==> src/rtl/pl_fp_scoreboard.sv <==
// pl_fp_scoreboard: floating-point hazard scoreboard for the ID stage.
// It tracks FPR destinations in flight in an NSTAGE-deep pipelined FPU and
// in NLONG div/sqrt slots. From that state it produces the FP stall, the
// operand forward selects and the single write-port arbitration.
// Optional feature: define SCOREBOARD_WAW_EN to stall a pipelined op whose fd
// is still pending in a long slot, so an older div/sqrt result can never
// overwrite a newer value.
module pl_fp_scoreboard #(
  parameter int NSTAGE   = 3,
  parameter int NLONG    = 2,
  parameter int LONG_LAT = 12
) (
  input  logic       clk,
  input  logic       clrn,
  input  logic       id_v,
  input  logic       id_fs_use,
  input  logic       id_ft_use,
  input  logic [4:0] fs,
  input  logic [4:0] ft,
  input  logic [4:0] fd,
  input  logic       id_pipe,
  input  logic       id_long,
  input  logic       flush,
  input  logic       stall_ext,
  output logic       stall,
  output logic [1:0] fwda,
  output logic [1:0] fwdb,
  output logic       wr_en,
  output logic [4:0] wr_rd,
  output logic       wr_sel,
  output logic       long_busy
);

  localparam int CW = $clog2(LONG_LAT);

  // Pipe shadow: one {v, rd} per FPU stage; the last stage writes back.
  logic [NSTAGE-1:0] pv_q, pv_d;
  logic [4:0]        prd_q [NSTAGE];
  logic [4:0]        prd_d [NSTAGE];

  // Long slots: {v, rd, cnt}; cnt = 0 means the result is ready.
  logic [NLONG-1:0]  lv_q, lv_d;
  logic [4:0]        lrd_q [NLONG];
  logic [4:0]        lrd_d [NLONG];
  logic [CW-1:0]     lcnt_q [NLONG];
  logic [CW-1:0]     lcnt_d [NLONG];

  logic              pipe_wr;
  logic [NLONG-1:0]  lcomp, lwin, lfree, lalloc, long_hit;
  logic              long_win_any;
  logic [4:0]        win_rd;
  logic [NSTAGE-2:0] pipe_hit;
  logic              waw_stall;
  logic              issue_p, issue_l;

  // The pipe only writes when its last stage is valid and not frozen.
  assign pipe_wr      = pv_q[NSTAGE-1] & ~stall_ext;
  assign long_win_any = |lwin;

  genvar gi;
  generate
    for (gi = 0; gi < NLONG; gi++) begin : g_slot
      assign lcomp[gi]    = lv_q[gi] & (lcnt_q[gi] == '0);
      // A slot written back this cycle can be re-armed by this cycle's issue.
      assign lfree[gi]    = ~lv_q[gi] | lwin[gi];
      // Only the slot that actually owns the write port this cycle can be
      // forwarded; any other valid slot is still a hazard.
      assign long_hit[gi] = lv_q[gi] & ~lwin[gi] &
                            ((id_fs_use & (lrd_q[gi] == fs)) |
                             (id_ft_use & (lrd_q[gi] == ft)));
    end
    // Stages before the last have no forward path, so a match stalls.
    for (gi = 0; gi < NSTAGE - 1; gi++) begin : g_stage
      assign pipe_hit[gi] = pv_q[gi] &
                            ((id_fs_use & (prd_q[gi] == fs)) |
                             (id_ft_use & (prd_q[gi] == ft)));
    end
  endgenerate

`ifdef SCOREBOARD_WAW_EN
  logic [NLONG-1:0] waw_hit;
  generate
    for (gi = 0; gi < NLONG; gi++) begin : g_waw
      assign waw_hit[gi] = lv_q[gi] & ~lwin[gi] & (lrd_q[gi] == fd);
    end
  endgenerate
  assign waw_stall = id_pipe & (|waw_hit);
`else
  assign waw_stall = 1'b0;
`endif

  // Write-port winner among long slots: the lowest completing index, and only when the pipe is not writing.
  always_comb begin
    lwin   = '0;
    win_rd = '0;
    for (int i = NLONG - 1; i >= 0; i--) begin
      if (lcomp[i] && !pipe_wr) begin
        lwin    = '0;
        lwin[i] = 1'b1;
        win_rd  = lrd_q[i];
      end
    end
  end

  // Allocation target for a new long op: the lowest free (or freeing) slot.
  always_comb begin
    lalloc = '0;
    for (int i = NLONG - 1; i >= 0; i--) begin
      if (lfree[i]) begin
        lalloc    = '0;
        lalloc[i] = 1'b1;
      end
    end
  end

  assign stall = id_v & ((|pipe_hit) | (|long_hit) |
                         (id_long & (&lv_q) & ~long_win_any) | waw_stall);

  assign issue_p = id_v & id_pipe & ~stall & ~stall_ext & ~flush;
  assign issue_l = id_v & id_long & ~stall & ~stall_ext & ~flush;

  // Write port and forward selects, driven from the arbitration result.
  always_comb begin
    wr_en     = pipe_wr | long_win_any;
    wr_sel    = ~pipe_wr & long_win_any;
    wr_rd     = '0;
    if (pipe_wr) begin
      wr_rd = prd_q[NSTAGE-1];
    end else if (long_win_any) begin
      wr_rd = win_rd;
    end
    fwda = 2'd0;
    if (id_fs_use && pv_q[NSTAGE-1] && (prd_q[NSTAGE-1] == fs)) begin
      fwda = 2'd1;
    end else if (id_fs_use && long_win_any && (win_rd == fs)) begin
      fwda = 2'd2;
    end
    fwdb = 2'd0;
    if (id_ft_use && pv_q[NSTAGE-1] && (prd_q[NSTAGE-1] == ft)) begin
      fwdb = 2'd1;
    end else if (id_ft_use && long_win_any && (win_rd == ft)) begin
      fwdb = 2'd2;
    end
    long_busy = |lv_q;
  end

  // Pipe shadow advance; flush kills the stage-0 entry before it moves on.
  always_comb begin
    pv_d  = pv_q;
    prd_d = prd_q;
    if (!stall_ext) begin
      pv_d[0]  = issue_p;
      prd_d[0] = fd;
      for (int k = 1; k < NSTAGE; k++) begin
        pv_d[k]  = (k == 1) ? (pv_q[0] & ~flush) : pv_q[k-1];
        prd_d[k] = prd_q[k-1];
      end
    end else if (flush) begin
      pv_d[0] = 1'b0;
    end
  end

  // Long slots count down regardless of stall_ext, hold at 0 until written, then re-arm on issue.
  always_comb begin
    lv_d   = lv_q;
    lrd_d  = lrd_q;
    lcnt_d = lcnt_q;
    for (int i = 0; i < NLONG; i++) begin
      if (lwin[i]) begin
        lv_d[i] = 1'b0;
      end else if (lcnt_q[i] != '0) begin
        lcnt_d[i] = lcnt_q[i] - 1'b1;
      end
      if (issue_l && lalloc[i]) begin
        lv_d[i]   = 1'b1;
        lrd_d[i]  = fd;
        lcnt_d[i] = CW'(LONG_LAT - 1);
      end
    end
  end

  // State registers with synchronous active-low reset.
  always_ff @(posedge clk) begin
    if (!clrn) begin
      pv_q <= '0;
      lv_q <= '0;
      for (int k = 0; k < NSTAGE; k++) begin
        prd_q[k] <= '0;
      end
      for (int i = 0; i < NLONG; i++) begin
        lrd_q[i]  <= '0;
        lcnt_q[i] <= '0;
      end
    end else begin
      pv_q   <= pv_d;
      prd_q  <= prd_d;
      lv_q   <= lv_d;
      lrd_q  <= lrd_d;
      lcnt_q <= lcnt_d;
    end
  end

endmodule

==> config.mk <==
export PLATFORM = sky130hd
export DESIGN_NAME = pl_fp_scoreboard
export DESIGN_NICKNAME = d
export VERILOG_FILES = /design/src/rtl/pl_fp_scoreboard.sv
export SDC_FILE = /design/constraint.sdc
export NUM_CORES = 1
export LEC_CHECK = 0
export ABC_AREA = 1
export CAP_MARGIN = 20
export CELL_PAD_IN_SITES_DETAIL_PLACEMENT = 1
export CELL_PAD_IN_SITES_GLOBAL_PLACEMENT = 1
export CORE_UTILIZATION = 39
export DETAILED_ROUTE_END_ITERATION = 6
export GPL_ROUTABILITY_DRIVEN = 0
export GPL_TIMING_DRIVEN = 0
export PLACE_DENSITY_LB_ADDON = 0.1
export REMOVE_ABC_BUFFERS = 1
export SLEW_MARGIN = 15
export SYNTH_ARGS = -nofsm -noshare
export SYNTH_HDL_FRONTEND = slang
export SYNTH_SLANG_ARGS = --single-unit
export TNS_END_PERCENT = 100
==> constraint.sdc <==
create_clock -name clk -period 2.6 [get_ports clk]
set_clock_uncertainty 0.15 [all_clocks]
set_input_delay 0.39 -clock clk [delete_from_list [all_inputs] [get_ports clk]]
set_output_delay 0.39 -clock clk [all_outputs]
set_load 0.01 [all_outputs]
==> impl_results.md <==
- Outcome: finished, violations left
- Failing checks: negative setup slack
- Post-route insts no fill: 599
- Synth cell types: 36
- Largest net degree at the start of global routing: 35
- Final Hold Fails: 0
- Post-synthesis sequential element count: 38
- First drt pass iteration count: 4
- Global-route wire length before repair: 15,700 um
- Top Ports: 37
- Crit end category: primary output
- P per Cell Area: 552 mW/mm^2
- GRT Util Overall: around 28%
- Worst setup margin: -2.96 ps
- Clock root cell: clkbuf_8
- Hold_sp: stall_ext
- Drc violations: 0
- Max VDD drop: 0.295 mV
- Worst stage delay on the critical path: 330 ps
- Sink of the worst hold path: prd_q[12]$_SDFFE_PN0N_
- Sequential area share after synthesis: 27.1%
- Slowest CP cell: dfxtp_2
- YS warnings: 0
- FF-to-FF Start: lcnt_q[5]$_SDFFE_PN0P_
- Die height: approximately 87 um
- Critical path buffers and inverters: 3
- NumNets Final: 528
- Post-DRT Antenna Nets: 0
- FP Rows: 30
- CP Data Required Time: 2060 ps
- Rel. slew slack: 31.4%
- Worst-path cell chain: inv_2 -> ha_4 -> nand2_4 -> nor2_4 -> nand3_4 -> buf_12 -> o22ai_4 -> xor2_1 -> nand4_1 -> nor2_1 -> buf_2
- Reg2reg setup slack: 320 ps
- Synthesized area per cell: 6.18 um^2
- Netlist Area Pre-Place: 0.00280 mm^2
- Area after DPL: between 0.003 and 0.004 mm^2
- Port bufs: 36
- WL final: 9970 um
- Clk buf depth: 2
- Setup TNS: -4.99 ps
- Most used DFF post-synth: dfxtp_1
- Worst EP arrival: 2060 ps
- RR Endpoint: lrd_q[1]$_SDFFE_PN0P_
- Hold path depth: 2
- Overall power: 1.96 mW
- Worst-path fanout max: 5
- Total core area: 0.00687 mm^2
- Kind of critical path: reg -> out
- Worst hold-check path type: in -> reg
- Final slew viol count: 0
- Die footprint: 0.00753 mm^2
- Reg2reg path depth: 16
- Fmax: 384 MHz
- Design area: about 0.0036 mm^2
- Post-synth EDFFs: 0
- Leakage power: ~1.7 nW
- Vias in the first global route: 3,038
- Asr flop ratio synth: 0%
- Via/cell ratio: 5.21
- H-tree depth: 2
- DR vias: 3,119
- Layout cells sized above 1: about 17%
- Setup violators final: 2
- Worst Tran Pin Value: 1030 ps
- CTS Hold Bufs: 0
- Congestion Overflow GR: 0
- CTS Buf Count: 5
- Later-pin clock latency in the skew report: 300 ps
- Initial Util: 40.8%
- Area delta synth->final: 27.0%
- Detail Placement HPWL: 7160 um
- Final period util: 100%
- Die X: 86.8 um
- Fin crit period: 2600 ps
- CP top delay family: simple AND/OR/NAND/NOR gates
- DR iter-0 viols: between 150 and 200
- RSZ-0062 raised after global routing: yes
- CTS tree: yes
- Routed length per instance: 16.6 um
- Initial antenna violation count: 0
- Synth Instances: about 450
- Most frequent cells in the layout: 125 x nand2_1, 55 x nor2_1, 52 x inv_1, 37 x dfxtp_1, 30 x o21ai_0
- CP Launch Type: flip-flop
- Antenna Cells: 0
- Clock Pin Slew Worst Setup and Hold Paths: ~80 ps
- Most common cell after layout, fill and taps aside: nand2_1
- Cells after DPL: 574
- Max capacitance violation total: 0
- Sink Count: 38
[power breakdown]
group	internal, mW	leakage [nW]	switching, mW	total, mW
registers	0.659	0.313	0.0549	0.714
clock network	0.282	0.0579	0.222	0.504
logic	0.311	1.32	0.436	0.747
total	1.25	1.69	0.712	1.96
[worst max-delay path by stage]
| stage | depth (start not counted) | endpoint | slack (ps) | from |
|---|---|---|---|---|
| 5_1_grt | 11 | fwdb[1] | -130 | lcnt_q[5]$_SDFFE_PN0P_ |
| 4_1_cts | 11 | fwda[1] | -6 | lcnt_q[4]$_SDFFE_PN0P_ |
| 2_1_floorplan | 12 | fwda[1] | 480 | lcnt_q[4]$_SDFFE_PN0P_ |
| 3_5_place_dp | 11 | fwda[1] | -1460 | stall_ext |
| 3_3_place_gp | 11 | fwda[1] | -1410 | stall_ext |
| 6_report | 11 | fwda[1] | -3 | lcnt_q[5]$_SDFFE_PN0P_ |
[worst register-to-register path, stage by stage, from the launching register on]
cell and delay (ps):
dfxtp_2 330, inv_2 70, ha_4 150, nand2_4 60, nor2_4 150, nand3_4 120, inv_4 70, buf_4 130
nor2_8 50, nand2_1 70, nand2_1 90, nor2_4 110, buf_4 130, buf_4 160, nand4_1 160, nand2_1 130
nor2_1 60
[sequential cells by signal, summed over array words and instances, names as in the netlist]
| name | flops |
|---|---|
| prd_q | 15 |
| lrd_q | 10 |
| lcnt_q | 8 |
| pv_q | 3 |
| lv_q | 2 |
[cells by family (layout without fill, tap and decap cells)]
logic type / count (synthesis) / count (layout) / share of synthesized area (%)
XOR/XNOR: 14 / 14 / 4.37
adder cells (fa/ha/maj): 2 / 2 / 0.892
AO/OA/AOI/OAI: 79 / 79 / 15.3
AND/OR/NAND/NOR: 234 / 234 / 39.9
flip-flops: 38 / 38 / 27.1
buffers and inverters: 87 / 136 / 12.4
[synthesized netlist by cell type (2+ instances only)]
library cell    n  area, um^2
clkbuf_1        6        22.5
nand2_4         4        45.0
o211ai_1        2        15.0
inv_1          57         214
o21ai_0        30         150
nand4_1        14        87.6
nand3_1        14        70.1
inv_2          15        56.3
nor3_1          3        15.0
nand3b_1        2        15.0
clkinv_1        2        7.51
ha_1            2        25.0
a21oi_1        26         130
nor2_4          3        33.8
buf_2           3        15.0
nor2_1         55         206
o21ai_1         4        20.0
nand2_1       127         477
o22ai_1        12        75.1
nand4_4         2        42.5
nand3_2         2        20.0
nor2_8          2        40.0
xor2_1         14         123
buf_6           2        22.5
dfxtp_1        38         761
o21bai_1        3        22.5
[per-layer routing]
metal / up-vias / GRT usage, % / share of wire [%]
met5: - / 0 / 0
met4: 0 / 6.36 / 1.4
met3: 12 / 4.00 / 4.8
met2: 80 / 45.8 / 47
met1: 1488 / 37.7 / 47
li1: 1539 / - / -
[through the flow]
stage | setup slack (ps) | util, % | hold WS, ps
2_1_floorplan | 482 | - | 324
3_3_place_gp | -1410 | 46.9 | 337
3_5_place_dp | -1460 | 46.9 | 357
4_1_cts | -5.72 | 51.5 | 349
5_1_grt | -135 | 51.9 | 295
6_report | -2.96 | 51.9 | 281
[final cells by class]
cell class	instances	area, um^2
Sequential cell	38	762
Fill cell	953	3310
Timing Repair Buffer	53	454
Multi-Input combinational cell	329	1820
Tap cell	96	120
Clock buffer	5	68.8
Inverter	75	294
Clock inverter	3	40.0
[what timing repair did]
| action | 4_1_cts | 5_1_grt |
|---|---|---|
| pin swaps | 13 | 20 |
| buffers inserted | 15 | 2 |
| gates resized for setup | 62 | 22 |
| endpoints found under the setup margin | 33 | 9 |
| cloned | 0 | 0 |
No activity file was read; power rests on OpenSTA's default activity.
